`src/rtl/lamp_fpu_fract_div_arb_if.sv`:
```
// Bundle between the requesters, the shared fractional divider and the arbiter.
// master: requesters plus the divider side; slave: the arbiter.
interface lamp_fpu_fract_div_arb_if #(
  parameter int LAMP_FLOAT_F_DW = 7,
  parameter int NREQ            = 2
);
  localparam int MW = 1 + LAMP_FLOAT_F_DW;
  localparam int RW = 2 * MW;

  logic [NREQ-1:0]    req_valid_i;
  logic [NREQ-1:0]    req_ready_o;
  logic [NREQ*MW-1:0] req_n_i;
  logic [NREQ*MW-1:0] req_d_i;
  logic [NREQ-1:0]    rsp_valid_o;
  logic [NREQ-1:0]    rsp_ready_i;
  logic [NREQ*RW-1:0] rsp_res_o;
  logic               div_do_o;
  logic [MW-1:0]      div_n_o;
  logic [MW-1:0]      div_d_o;
  logic [RW-1:0]      div_res_i;
  logic               div_valid_i;
  logic               busy_o;

  modport master (
    output req_valid_i, req_n_i, req_d_i, rsp_ready_i, div_res_i, div_valid_i,
    input  req_ready_o, rsp_valid_o, rsp_res_o, div_do_o, div_n_o, div_d_o, busy_o
  );

  modport slave (
    input  req_valid_i, req_n_i, req_d_i, rsp_ready_i, div_res_i, div_valid_i,
    output req_ready_o, rsp_valid_o, rsp_res_o, div_do_o, div_n_o, div_d_o, busy_o
  );
endinterface

```
`src/rtl/lamp_fpu_fract_div_arb.sv`:
```
// Round-robin sharing of one fractional divider among NREQ requesters, one job
// in flight, with a per-requester result buffer held until acknowledged.
module lamp_fpu_fract_div_arb #(
  parameter int LAMP_FLOAT_F_DW = 7,
  parameter int NREQ            = 2
) (
  input logic clk,
  input logic rst,
  lamp_fpu_fract_div_arb_if.slave bus
);
  localparam int MW = 1 + LAMP_FLOAT_F_DW;
  localparam int RW = 2 * MW;
  localparam int IW = $clog2(NREQ);

  typedef enum logic [1:0] {IDLE, ISSUE, WAIT} state_t;

  state_t          state_reg;
  logic [IW-1:0]   last_grant_reg;
  logic [IW-1:0]   owner_reg;
  logic [MW-1:0]   op_n_reg;
  logic [MW-1:0]   op_d_reg;
  logic            div_do_reg;
  logic            busy_reg;
  logic            rsp_valid_reg [NREQ];
  logic [RW-1:0]   rsp_res_reg   [NREQ];

  logic [MW-1:0]   req_n [NREQ];
  logic [MW-1:0]   req_d [NREQ];
  logic [NREQ-1:0] elig;
  logic [IW-1:0]   grant_idx;
  logic            grant_found;
  int              cand;

  generate
    for (genvar gi = 0; gi < NREQ; gi++) begin : g_req
      assign req_n[gi] = bus.req_n_i[gi*MW +: MW];
      assign req_d[gi] = bus.req_d_i[gi*MW +: MW];
      // Registered rsp_valid keeps a requester out of arbitration while its result is pending.
      assign elig[gi]  = bus.req_valid_i[gi] & ~rsp_valid_reg[gi];
      assign bus.rsp_valid_o[gi]             = rsp_valid_reg[gi];
      assign bus.rsp_res_o[gi*RW +: RW]      = rsp_res_reg[gi];

      always_ff @(posedge clk) begin
        if (rst) begin
          rsp_valid_reg[gi] <= 1'b0;
          rsp_res_reg[gi]   <= '0;
        end else if (state_reg == WAIT && bus.div_valid_i && owner_reg == IW'(gi)) begin
          rsp_valid_reg[gi] <= 1'b1;
          rsp_res_reg[gi]   <= bus.div_res_i;
        end else if (rsp_valid_reg[gi] && bus.rsp_ready_i[gi]) begin
          rsp_valid_reg[gi] <= 1'b0;
        end
      end
    end
  endgenerate

  // Walk offsets downward so the smallest offset past last_grant wins.
  always_comb begin
    grant_idx   = '0;
    grant_found = 1'b0;
    cand        = 0;
    for (int off = NREQ; off >= 1; off--) begin
      cand = int'(last_grant_reg) + off;
      if (cand >= NREQ) cand = cand - NREQ;
      if (elig[cand]) begin
        grant_idx   = IW'(cand);
        grant_found = 1'b1;
      end
    end
  end

  assign bus.req_ready_o = (state_reg == IDLE && !rst && grant_found)
                         ? (NREQ'(1) << grant_idx) : '0;
  assign bus.div_do_o = div_do_reg;
  assign bus.div_n_o  = op_n_reg;
  assign bus.div_d_o  = op_d_reg;
  assign bus.busy_o   = busy_reg;

  always_ff @(posedge clk) begin
    if (rst) begin
      state_reg      <= IDLE;
      last_grant_reg <= IW'(NREQ - 1);
      owner_reg      <= '0;
      op_n_reg       <= '0;
      op_d_reg       <= '0;
      div_do_reg     <= 1'b0;
      busy_reg       <= 1'b0;
    end else begin
      case (state_reg)
        IDLE: begin
          if (grant_found) begin
            op_n_reg       <= req_n[grant_idx];
            op_d_reg       <= req_d[grant_idx];
            owner_reg      <= grant_idx;
            last_grant_reg <= grant_idx;
            div_do_reg     <= 1'b1;
            busy_reg       <= 1'b1;
            state_reg      <= ISSUE;
          end
        end
        ISSUE: begin
          div_do_reg <= 1'b0;
          state_reg  <= WAIT;
        end
        WAIT: begin
          if (bus.div_valid_i) begin
            busy_reg  <= 1'b0;
            state_reg <= IDLE;
          end
        end
        default: state_reg <= IDLE;
      endcase
    end
  end
endmodule

```
`src/flat_wrapper.sv`:
```
// flat-port wrapper written by rule: the top's interface ports become plain ports
module lamp_fpu_fract_div_arb_flat 
#(
  parameter int LAMP_FLOAT_F_DW = 7,
  parameter int NREQ            = 2
)
  (clk, rst, bus_req_valid_i, bus_req_n_i, bus_req_d_i, bus_rsp_ready_i, bus_div_res_i, bus_div_valid_i, bus_req_ready_o, bus_rsp_valid_o, bus_rsp_res_o, bus_div_do_o, bus_div_n_o, bus_div_d_o, bus_busy_o);
  lamp_fpu_fract_div_arb_if #(.LAMP_FLOAT_F_DW(LAMP_FLOAT_F_DW), .NREQ(NREQ)) bus_i ();
  input logic clk;
  input logic rst;
  input wire logic [$bits(bus_i.req_valid_i)-1:0] bus_req_valid_i;
  input wire logic [$bits(bus_i.req_n_i)-1:0] bus_req_n_i;
  input wire logic [$bits(bus_i.req_d_i)-1:0] bus_req_d_i;
  input wire logic [$bits(bus_i.rsp_ready_i)-1:0] bus_rsp_ready_i;
  input wire logic [$bits(bus_i.div_res_i)-1:0] bus_div_res_i;
  input wire logic [$bits(bus_i.div_valid_i)-1:0] bus_div_valid_i;
  output wire logic [$bits(bus_i.req_ready_o)-1:0] bus_req_ready_o;
  output wire logic [$bits(bus_i.rsp_valid_o)-1:0] bus_rsp_valid_o;
  output wire logic [$bits(bus_i.rsp_res_o)-1:0] bus_rsp_res_o;
  output wire logic [$bits(bus_i.div_do_o)-1:0] bus_div_do_o;
  output wire logic [$bits(bus_i.div_n_o)-1:0] bus_div_n_o;
  output wire logic [$bits(bus_i.div_d_o)-1:0] bus_div_d_o;
  output wire logic [$bits(bus_i.busy_o)-1:0] bus_busy_o;
  assign bus_i.req_valid_i = bus_req_valid_i;
  assign bus_i.req_n_i = bus_req_n_i;
  assign bus_i.req_d_i = bus_req_d_i;
  assign bus_i.rsp_ready_i = bus_rsp_ready_i;
  assign bus_i.div_res_i = bus_div_res_i;
  assign bus_i.div_valid_i = bus_div_valid_i;
  assign bus_req_ready_o = bus_i.req_ready_o;
  assign bus_rsp_valid_o = bus_i.rsp_valid_o;
  assign bus_rsp_res_o = bus_i.rsp_res_o;
  assign bus_div_do_o = bus_i.div_do_o;
  assign bus_div_n_o = bus_i.div_n_o;
  assign bus_div_d_o = bus_i.div_d_o;
  assign bus_busy_o = bus_i.busy_o;
  lamp_fpu_fract_div_arb #(.LAMP_FLOAT_F_DW(LAMP_FLOAT_F_DW), .NREQ(NREQ)) u_core (.clk(clk), .rst(rst), .bus(bus_i));
endmodule
```
`config.mk`:
```
export PLATFORM = sky130hd
export DESIGN_NAME = lamp_fpu_fract_div_arb_flat
export DESIGN_NICKNAME = d
export VERILOG_FILES = /design/src/rtl/lamp_fpu_fract_div_arb_if.sv /design/src/rtl/lamp_fpu_fract_div_arb.sv /design/src/flat_wrapper.sv
export SDC_FILE = /design/constraint.sdc
export NUM_CORES = 1
export LEC_CHECK = 0
export BUFFER_PORTS_ARGS = -buffer_cell sky130_fd_sc_hd__buf_2
export CORE_ASPECT_RATIO = 1.75
export CORE_MARGIN = 3
export CORE_UTILIZATION = 41
export CTS_BUF_LIST = sky130_fd_sc_hd__clkbuf_8 sky130_fd_sc_hd__clkbuf_16
export CTS_CLUSTER_DIAMETER = 50
export DETAILED_ROUTE_END_ITERATION = 16
export PLACE_DENSITY = 0.75
export SETUP_SLACK_MARGIN = 0.02
export SLEW_MARGIN = 40
export SYNTH_ARGS = -nofsm -noshare
export SYNTH_HDL_FRONTEND = slang
export SYNTH_SLANG_ARGS = --single-unit
```
`constraint.sdc`:
```
create_clock -name clk -period 2.5 [get_ports clk]
set_clock_uncertainty 0.2 [all_clocks]
set_input_delay 0.5 -clock clk [delete_from_list [all_inputs] [get_ports clk]]
set_output_delay 0.5 -clock clk [all_outputs]
set_load 0.1 [all_outputs]
```
==> results.md <==
* Outcome: finished, final reports clean
* GP Congestion at 0.7852
* DR pass1 iterations at 4
* FF/Latch Area at 0.001461 sq mm
* P&R area growth vs syn at 35.45%
* Multi-input gate area at 815.8 sq um
* Setup WS pre-CTS at 0.2676 ns
* PortBufs at 108
* Cell Rows at 35
* Placed insts at 374
* Layout cells sized above 1 at 44.05%
* Initial Util at 43.21%
* Filler cell count at 486
* Antenna Cells at 0
* Die Ht at 105.3 microns
* Clk_lat worst skew at 0.30 ns
* Post-layout net count at 365
* P_leak at 1.436 nW
* Post-route minimum period at 2.407 ns
* Vias in the first global route at 1863
* Wire length per cell at 13.71 microns
* Synth Flop Type: edfxtp_1
* Syn_area_per_cell at 11.54 sq um
* Yosys warnings at 0
* Unique masters post-synth at 27
* Post-synthesis sequential area ratio at 63.31%
* CP Launch Type: flop
* Measured slew at the worst slew-check pin at 0.7450 ns
* Number of flops mapped to enable cells by yosys at 34
* ANT nets after route at 0
* Max IR drop VDD at 0.5620 mV
* Chip Width at 62.72 microns
* Slew margin rel. at 49.96%
* Non-filler cells, final at 385
* Largest fanout on the critical path at 9
* Final Power at 2.435 mW
* First-pass GRT wire length at 8673 microns
* CTS sink cnt at 56
* CTS Buffer Depth at 2
* Grt ovf at 0
* Fmax at 0.4155 GHz
* HPWL after DPL at 4037 microns
* WP data required at 1.80 ns
* Routed WL at 5279 microns
* Synthesized flop and latch total at 56
* Final worst-path cycle share at 96.26%
* Largest net degree at the start of global routing at 18
* IO Pins at 109
* CP Class: reg2out
* CTS tree: yes
* Clk root buf: clkbuf_8
* DP Area at 0.002974 sq mm
* Cell count after synthesis at 200
* Worst path arrival time at 1.71 ns
* Cts hold-fix bufs at 0
* Setup TNS at 0 ns
* Num CTS Buffers at 5
* CP Capture Type: output pin
* Core area at 0.005343 sq mm
* 1st-iter DRT viols at 32
* Max-slew violations at 0
* Vias at 1871
* Final Hold Fails at 0
* Antenna violations before repair at 0
* Final WS setup at 0.09345 ns
* Max Cap Viol at 0
* Finish-stage setup viols at 0
* Worst hold path type: in2reg
* Gr usage total at 16.60%
* Cell area after layout at 0.003127 sq mm
* Synth Net Count at 255
* Number of flip-flops in the largest register at 32
* P per Cell Area at 778.8 mW/mm^2
* Total die area at 0.006602 sq mm
* Post-synthesis cell area at 0.002308 sq mm
* Worst-path clk slew at 0.10 ns
* Share of flip-flops with an asynchronous set or reset at 0%
* Max H-tree Level at 2
* # DRC at 0
* Vias per cell at 4.860
* RSZ-0062 raised after global routing: false
[kinds of logic after synthesis]
kind of cell           share of synthesized area [%]
and+or+nand+nor                                20.00
DFF                                            63.31
buffers and inverters                          4.065
AOI/OAI and AO/OA                              12.63
[layout make-up]
class | count | share of cell area (%)
inverters | 2 | 0.2401
clock inverters | 3 | 1.240
well taps | 74 | 2.961
repair buffers | 117 | 20.53
flip-flops and latches | 56 | 46.74
multi-input cells | 128 | 26.09
clock buffers | 5 | 2.201
[final timing paths]
| path | start | to | slack (ns) | depth (start not counted) |
|---|---|---|---|---|
| min | bus_req_n_i[6] | u_core.bus.div_n_o[6] | 0.23 | 3 |
| max | u_core.rsp_valid_reg[1] | bus_req_ready_o[1] | 0.09 | 4 |
| max reg2reg | u_core.state_reg[1] | u_core.rsp_res_reg[0][13] | 0.57 | 3 |
| min reg2reg | u_core.last_grant_reg | u_core.last_grant_reg | 0.30 | 2 |
[cells in the mapped netlist, types with 3 or more instances]
master | n | area share, %
a211oi_1 | 14 | 4.6
a21oi_1 | 20 | 4.3
and2_1 | 32 | 8.7
buf_2 | 6 | 1.3
buf_4 | 3 | 0.98
clkbuf_1 | 3 | 0.49
dfxtp_1 | 22 | 19
edfxtp_1 | 34 | 44
nand2_1 | 20 | 3.3
nor2_1 | 20 | 3.3
nor3_1 | 3 | 0.65
[worst max-delay path: stages (launching register included)]
cell      delay [ns]
edfxtp_1        0.44
nand2b_4        0.20
a211o_4         0.39
nor3_4          0.18
buf_12          0.20
[layout by cell type, fill, tap and decap left out, types with 2 or more instances in the layout]
cell	n
buf_2	106
edfxtp_1	34
and2_1	32
dfxtp_1	22
nand2_1	20
a21oi_1	20
nor2_1	20
a211oi_1	14
buf_4	8
clkbuf_8	5
nor3_4	3
nand2b_4	2
nor2b_1	2
nand2b_1	2
inv_1	2
a21o_1	2
a211oi_2	2
buf_12	2
[stage by stage]
| step | hold WS, ns | utilization (%) |
|---|---|---|
| after floorplan | 0.2410 | - |
| after global placement | 0.2725 | 55.46 |
| after detailed placement | 0.2846 | 55.67 |
| after CTS | 0.2227 | 57.85 |
| after global routing | 0.2244 | 58.52 |
| final | 0.2303 | 58.52 |
[per-layer routing]
| metal | global-route usage, % | part of all wire [%] | vias up | wire, microns |
|---|---|---|---|---|
| li1 | - | - | 908 | - |
| met5 | 0 | 0 | - | 0 |
| met2 | 30.02 | 53 | 81 | 2803 |
| met1 | 17.50 | 37 | 878 | 1939 |
| met3 | 5.864 | 9.1 | 4 | 483 |
| met4 | 5.845 | 0.99 | 0 | 52 |
[where the power goes]
group | internal, mW | switching [mW] | leakage [nW] | total (mW)
clock network | 0.294 | 0.279 | 0.0593 | 0.573
registers | 1.04 | 0.0342 | 0.535 | 1.08
logic | 0.156 | 0.628 | 0.842 | 0.783
[timing repair]
item	CTS	global route
cloned	0	0
endpoints found under the setup margin	2	2
resized for setup	1	1
buffers inserted	1	2
pin swaps	0	0
(Power assumes the default switching activity.)
